<file path="src/rtl/fir_uart_pkg.sv">
// Shared types and helpers for the FIR-to-UART result path.
package fir_uart_pkg;

  typedef enum logic [1:0] {IDLE, SEND, WAIT_ACK, WAIT_DONE} tx_sched_state_t;

  localparam int unsigned BYTE_W = 8;

  function automatic int unsigned nbytes(input int unsigned width);
    return (width + BYTE_W - 1) / BYTE_W;
  endfunction

endpackage

</file>
<file path="src/rtl/fir_tx_scheduler_if.sv">
// Bundle of FIR-side, UART-side and status signals around the TX scheduler.
interface fir_tx_scheduler_if #(
  parameter int unsigned OUT_WIDTH = 16,
  parameter int unsigned DEPTH     = 8
) ();

  logic                     fir_out_valid;
  logic [OUT_WIDTH-1:0]     fir_out;
  logic                     tx_busy;
  logic                     tx_start;
  logic [7:0]               tx_data;
  logic                     frame_done;
  logic [$clog2(DEPTH):0]   fifo_count;
  logic                     fifo_full;
  logic                     overflow;
  logic                     clr_ovf;

  // master is the scheduler itself
  modport master (
    input  fir_out_valid, fir_out, tx_busy, clr_ovf,
    output tx_start, tx_data, frame_done, fifo_count, fifo_full, overflow
  );

  modport slave (
    output fir_out_valid, fir_out, tx_busy, clr_ovf,
    input  tx_start, tx_data, frame_done, fifo_count, fifo_full, overflow
  );

endinterface

</file>
<file path="src/rtl/sync_fifo.sv">
// Single-clock FIFO; push while full is accepted when a pop happens in the same cycle.
module sync_fifo #(
  parameter int unsigned WIDTH = 16,
  parameter int unsigned DEPTH = 8,
  localparam int unsigned AW   = $clog2(DEPTH),
  localparam int unsigned CW   = AW + 1
) (
  input  logic             clk,
  input  logic             rst,
  input  logic             push_i,
  input  logic             pop_i,
  input  logic [WIDTH-1:0] wdata_i,
  output logic [WIDTH-1:0] rdata_o,
  output logic             full_o,
  output logic             empty_o,
  output logic [CW-1:0]    count_o
);

  logic [WIDTH-1:0] mem_q [DEPTH];
  logic [WIDTH-1:0] mem_d [DEPTH];
  logic [AW-1:0]    wr_q, wr_d, rd_q, rd_d;
  logic [CW-1:0]    count_q, count_d;
  logic             push_ok, pop_ok;

  assign empty_o = (count_q == '0);
  assign full_o  = (count_q == CW'(DEPTH));
  assign count_o = count_q;
  assign rdata_o = mem_q[rd_q];

  assign pop_ok  = pop_i && !empty_o;
  assign push_ok = push_i && (!full_o || pop_ok);

  always_comb begin
    mem_d   = mem_q;
    wr_d    = wr_q;
    rd_d    = rd_q;
    count_d = count_q;
    if (push_ok) begin
      mem_d[wr_q] = wdata_i;
      wr_d        = wr_q + AW'(1);
    end
    if (pop_ok) begin
      rd_d = rd_q + AW'(1);
    end
    case ({push_ok, pop_ok})
      2'b10:   count_d = count_q + CW'(1);
      2'b01:   count_d = count_q - CW'(1);
      default: count_d = count_q;
    endcase
  end

  always_ff @(posedge clk or posedge rst) begin
    if (rst) begin
      mem_q   <= '{default: '0};
      wr_q    <= '0;
      rd_q    <= '0;
      count_q <= '0;
    end else begin
      mem_q   <= mem_d;
      wr_q    <= wr_d;
      rd_q    <= rd_d;
      count_q <= count_d;
    end
  end

endmodule

</file>
<file path="src/rtl/fir_tx_scheduler.sv">
// Buffers FIR samples and sends each one MSB-byte-first over a start/busy UART TX port.
module fir_tx_scheduler
  import fir_uart_pkg::*;
#(
  parameter int unsigned OUT_WIDTH = 16,
  parameter int unsigned DEPTH     = 8
) (
  input  logic                clk,
  input  logic                rst,
  fir_tx_scheduler_if.master  bus
);

  localparam int unsigned NBYTES = nbytes(OUT_WIDTH);
  localparam int unsigned SW     = NBYTES * BYTE_W;
  localparam int unsigned CW     = $clog2(DEPTH) + 1;
  localparam int unsigned IdxW   = (NBYTES > 1) ? $clog2(NBYTES) : 1;
  localparam logic [IdxW-1:0] LastIdx = IdxW'(NBYTES - 1);

  tx_sched_state_t state_q, state_d;
  logic [IdxW-1:0] idx_q, idx_d;
  logic [SW-1:0]   shreg_q, shreg_d;
  logic            overflow_q, overflow_d;

  logic                        pop;
  logic                        fifo_full, fifo_empty;
  logic [CW-1:0]               fifo_count;
  logic [OUT_WIDTH-1:0]        fifo_rdata;
  logic signed [OUT_WIDTH-1:0] pop_sample;
  logic                        drop;
  logic                        tx_start, frame_done;

  sync_fifo #(
    .WIDTH (OUT_WIDTH),
    .DEPTH (DEPTH)
  ) u_fifo (
    .clk     (clk),
    .rst     (rst),
    .push_i  (bus.fir_out_valid),
    .pop_i   (pop),
    .wdata_i (bus.fir_out),
    .rdata_o (fifo_rdata),
    .full_o  (fifo_full),
    .empty_o (fifo_empty),
    .count_o (fifo_count)
  );

  assign pop_sample = fifo_rdata;
  assign drop       = bus.fir_out_valid && fifo_full && !pop;

  always_comb begin
    state_d    = state_q;
    idx_d      = idx_q;
    shreg_d    = shreg_q;
    pop        = 1'b0;
    tx_start   = 1'b0;
    frame_done = 1'b0;
    case (state_q)
      IDLE: begin
        if (!fifo_empty) begin
          pop     = 1'b1;
          // Sized cast of a signed operand sign-extends to the full byte multiple
          shreg_d = SW'(pop_sample);
          idx_d   = '0;
          state_d = SEND;
        end
      end
      SEND: begin
        tx_start = 1'b1;
        state_d  = WAIT_ACK;
      end
      WAIT_ACK: begin
        if (bus.tx_busy) state_d = WAIT_DONE;
      end
      WAIT_DONE: begin
        if (!bus.tx_busy) begin
          if (idx_q != LastIdx) begin
            shreg_d = shreg_q << BYTE_W;
            idx_d   = idx_q + IdxW'(1);
            state_d = SEND;
          end else begin
            frame_done = 1'b1;
            state_d    = IDLE;
          end
        end
      end
      default: state_d = IDLE;
    endcase
  end

  always_comb begin
    overflow_d = overflow_q;
    if (bus.clr_ovf) overflow_d = 1'b0;
    if (drop)        overflow_d = 1'b1;
  end

  always_ff @(posedge clk or posedge rst) begin
    if (rst) begin
      state_q    <= IDLE;
      idx_q      <= '0;
      shreg_q    <= '0;
      overflow_q <= 1'b0;
    end else begin
      state_q    <= state_d;
      idx_q      <= idx_d;
      shreg_q    <= shreg_d;
      overflow_q <= overflow_d;
    end
  end

  // tx_start is decoded from state so an asynchronous reset drops it at once
  assign bus.tx_start   = tx_start;
  assign bus.tx_data    = shreg_q[SW-1 -: BYTE_W];
  assign bus.frame_done = frame_done;
  assign bus.fifo_count = fifo_count;
  assign bus.fifo_full  = fifo_full;
  assign bus.overflow   = overflow_q;

endmodule

</file>
<file path="src/flat_wrapper.sv">
// flat-port wrapper written by rule: the top's interface ports become plain ports
module fir_tx_scheduler_flat import fir_uart_pkg::*;
#(
  parameter int unsigned OUT_WIDTH = 16,
  parameter int unsigned DEPTH     = 8
)
  (clk, rst, bus_fir_out_valid, bus_fir_out, bus_tx_busy, bus_clr_ovf, bus_tx_start, bus_tx_data, bus_frame_done, bus_fifo_count, bus_fifo_full, bus_overflow);
  fir_tx_scheduler_if #(.OUT_WIDTH(OUT_WIDTH), .DEPTH(DEPTH)) bus_i ();
  input  logic clk;
  input  logic rst;
  input wire logic [$bits(bus_i.fir_out_valid)-1:0] bus_fir_out_valid;
  input wire logic [$bits(bus_i.fir_out)-1:0] bus_fir_out;
  input wire logic [$bits(bus_i.tx_busy)-1:0] bus_tx_busy;
  input wire logic [$bits(bus_i.clr_ovf)-1:0] bus_clr_ovf;
  output wire logic [$bits(bus_i.tx_start)-1:0] bus_tx_start;
  output wire logic [$bits(bus_i.tx_data)-1:0] bus_tx_data;
  output wire logic [$bits(bus_i.frame_done)-1:0] bus_frame_done;
  output wire logic [$bits(bus_i.fifo_count)-1:0] bus_fifo_count;
  output wire logic [$bits(bus_i.fifo_full)-1:0] bus_fifo_full;
  output wire logic [$bits(bus_i.overflow)-1:0] bus_overflow;
  assign bus_i.fir_out_valid = bus_fir_out_valid;
  assign bus_i.fir_out = bus_fir_out;
  assign bus_i.tx_busy = bus_tx_busy;
  assign bus_i.clr_ovf = bus_clr_ovf;
  assign bus_tx_start = bus_i.tx_start;
  assign bus_tx_data = bus_i.tx_data;
  assign bus_frame_done = bus_i.frame_done;
  assign bus_fifo_count = bus_i.fifo_count;
  assign bus_fifo_full = bus_i.fifo_full;
  assign bus_overflow = bus_i.overflow;
  fir_tx_scheduler #(.OUT_WIDTH(OUT_WIDTH), .DEPTH(DEPTH)) u_core (.clk(clk), .rst(rst), .bus(bus_i));
endmodule
</file>
<file path="config.mk">
export PLATFORM = sky130hd
export DESIGN_NAME = fir_tx_scheduler_flat
export DESIGN_NICKNAME = d
export VERILOG_FILES = /design/src/rtl/fir_uart_pkg.sv /design/src/rtl/fir_tx_scheduler_if.sv /design/src/rtl/sync_fifo.sv /design/src/rtl/fir_tx_scheduler.sv /design/src/flat_wrapper.sv
export SDC_FILE = /design/constraint.sdc
export NUM_CORES = 1
export LEC_CHECK = 0
export BUFFER_PORTS_ARGS = -buffer_cell sky130_fd_sc_hd__buf_2
export CORE_MARGIN = 10
export CORE_UTILIZATION = 45
export CTS_CLUSTER_DIAMETER = 60
export DETAILED_ROUTE_END_ITERATION = 6
export GPL_TIMING_DRIVEN = 0
export SKIP_CTS_REPAIR_TIMING = 1
export SYNTH_ARGS = -nofsm -noshare
export SYNTH_HDL_FRONTEND = slang
export SYNTH_SLANG_ARGS = --single-unit
</file>
<file path="constraint.sdc">
create_clock -name clk -period 6.9 [get_ports clk]
set_input_delay 1.38 -clock clk [delete_from_list [all_inputs] [get_ports clk]]
set_output_delay 1.38 -clock clk [all_outputs]
set_load 0.02 [all_outputs]
</file>
==> reports/metrics.cfg <==
[drt]
routed_via_density=5.43
drc=0
vias=4190
wl_mm=15.9
drtIter0Drc=166
avgRoutedWirePerCell_um=20.6
ant_nets=0
firstDrtPassIters=4

[clocking]
clk_pin_slew_ns=0.07
cts_root_buf=clkbuf_16
cts-buffers-inserted=17
clk_latency_ns=0.43
ctsHtreeMaxLevel=4
cts_sinks=158
clockBufferDepth=2
cts_tree=done

[placement]
numPortBuffers=36
dp_slack_ns=3.63
gp_congestion=0.743
dp_hpwl_mm=10.3

[final_layout]
final_common_cell=dfrtp_1
drive_above_1_share=0.491
area_delta_synth_final_pct=14.9
layout_common_cells=dfrtp_1, mux2_2, buf_2
fill_cells=1367
nets=574
antennaDiodeCount=0

[critical_path]
worstPathArrival_ns=2.29
max_stage_delay_ns=0.59
timing.critical_path.required_ns=5.52
cp-end-kind=output port
worstSetupPathType=register to output port
slowest_stage=buf_1
path_max_fanout=10
setup.worst_path.start_class=register
crit_path_cell_trace=ha_1 > clkbuf_1 > buf_1 > and3_1 > buf_2

[synthesis]
syn_area_per_cell_um2=15.1
synthCells=487
synth_compound_area_frac=0.0266
synth_top_family_by_area=multiplexers
synth_warnings=0
synthArstFlopShare=1.00
synth-adder-area-share=0.0170
synthesis.nets=518
ys_ff_latch=158
synth-simple-area-share=0.0440
yosys.area_share.xor_xnor=0.0107
ys.flop_type=dfrtp_1
synth_cell_types=41
yosysSeqAreaShare=0.536
synth_mux_area_frac=0.329
synth_area_um2=7370
synth_edf_count=0

[grt]
grt_pass1_wl_mm=25.7
grt_pass1_vias=4509
antenna_found_initial=1
grt_util_all_layers=0.153
overflow=0
grt_max_degree=89

[power]
total_power_mw=4.34
ir_worst_vdd_mv=0.227
combinationalPowerShare=0.402
p_int_mw=2.95
switching_power_mw=1.39
pwr-share-clk=0.223
p_leak_nw=3.82
sw_frac_of_total=0.321
power_density_nw_per_um2=512
seq_power_share=0.374

[sta]
max_clock_freq_mhz=272
setup_slack_ns=3.23
hold_slack_ns=0.468
tightestPinTransition_ns=1.24
max_slew_margin=0.164
skew_ns=0.0103
setup_viol=0
slew_violations=0
rsz0062_at_grt=false
period_needed_ns=3.67
hold_violations=0
timing.final.crit_share=0.532

[run_status]
status=completed

[die]
ios=37
rows=46
initial_utilization=0.461
coreArea_um2=16000
die_h_um=148
chipWidth_um=148
die_area_um2=21900

[min_path]
hold_class=register to register

[run]
cap_violations=0

-- cell families (layout without fill, tap and decap cells) --
group	Yosys count	after routing
DFF	158	158
xor gates and xnor gates	9	9
adders and majority gates	10	10
buffers and inverters	45	114
AOI/OAI and AO/OA	30	30
muxes	178	178
and+or+nand+nor	57	57
-- metrics by stage --
stage	cell area, µm²	instances	setup TNS [ns]	utilization
after CTS	8470	772	0	0.529
after floorplan	7370	487	0	-
after global placement	7820	739	-60.48	0.489
after global routing	8470	772	0	0.529
final	8470	772	0	0.529
after detailed placement	7860	740	0	0.491
-- critical path: cells and delay by family, from the launching register on --
family,cells,cell delay [ns]
buffers and inverters,3,1.06
adder cells (fa/ha/maj),1,0.16
flip-flops,1,0.39
AND/OR/NAND/NOR,1,0.26
-- area by class of cell --
cell class                      count  area, µm²  share of cell area
Tap cell                          216        270              0.0319
Buffer                             36        228              0.0269
Inverter                            9       43.8             0.00517
Clock buffer                       19        453              0.0535
Clock inverter                     13        161              0.0191
Multi-Input combinational cell    284       3150               0.372
Sequential cell                   158       3950               0.467
Timing Repair Buffer               37        208              0.0245
-- per-layer routing --
layer	up-vias	share of wire	GRT usage
met5	-	0.00082	0
met4	2	0.015	0.0486
met3	24	0.031	0.0366
met2	66	0.48	0.248
met1	2202	0.47	0.196
li1	1896	-	-
-- registers in the layout, indices dropped and copies added, names as in the netlist --
name                   cells
u_core.bus.overflow        1
u_core.u_fifo.mem_q      128
u_core.idx_q               1
u_core.u_fifo.rd_q         3
u_core.state_q             2
u_core.shreg_q            16
u_core.u_fifo.count_o      4
u_core.u_fifo.wr_q         3
-- power by group through the flow --
stage | Clock, mW | Sequential, mW | Combinational, mW
floorplan | 0 | 1.57 | 1.38
global placement | 0 | 1.61 | 1.72
detailed placement | 0 | 1.64 | 1.77
CTS | 0.985 | 1.62 | 1.77
global route | 1.02 | 1.68 | 1.90
finish | 0.970 | 1.63 | 1.75
-- synth_stat cells, types with 3 or more instances --
library cell	number	area [µm²]
inv_1	8	30.0
nand4b_2	3	45.0
mux4_2	32	721
buf_2	8	40.0
mux2_2	117	1320
nor3b_1	3	22.5
buf_4	13	97.6
nand2_1	34	128
xnor2_1	6	52.6
nor2_1	4	15.0
dfrtp_1	158	3950
buf_6	3	33.8
xor2_1	3	26.3
ha_1	10	125
clkbuf_1	9	33.8
a21oi_1	3	15.0
a22oi_1	8	60.1
mux2_4	20	300
o21ai_0	11	55.1
mux2i_1	9	90.1
-- worst paths after layout --
| kind | cells after the start | slack (ns) | from | to |
|---|---|---|---|---|
| worst max-delay path | 5 | 3.23 | u_core.state_q[1] | bus_frame_done |
| worst min-delay path | 2 | 0.47 | u_core.shreg_q[0] | u_core.shreg_q[0] |
| worst max register to register | 10 | 3.68 | u_core.u_fifo.count_o[1] | u_core.u_fifo.count_o[2] |
| worst min register to register | 2 | 0.47 | u_core.shreg_q[0] | u_core.shreg_q[0] |
| max in group asynchronous | 3 | 4.96 | rst | u_core.u_fifo.mem_q[87] |
| min in group asynchronous | 2 | 1.06 | rst | u_core.u_fifo.mem_q[105] |
Note: power is estimated with default switching activity, not from simulation.
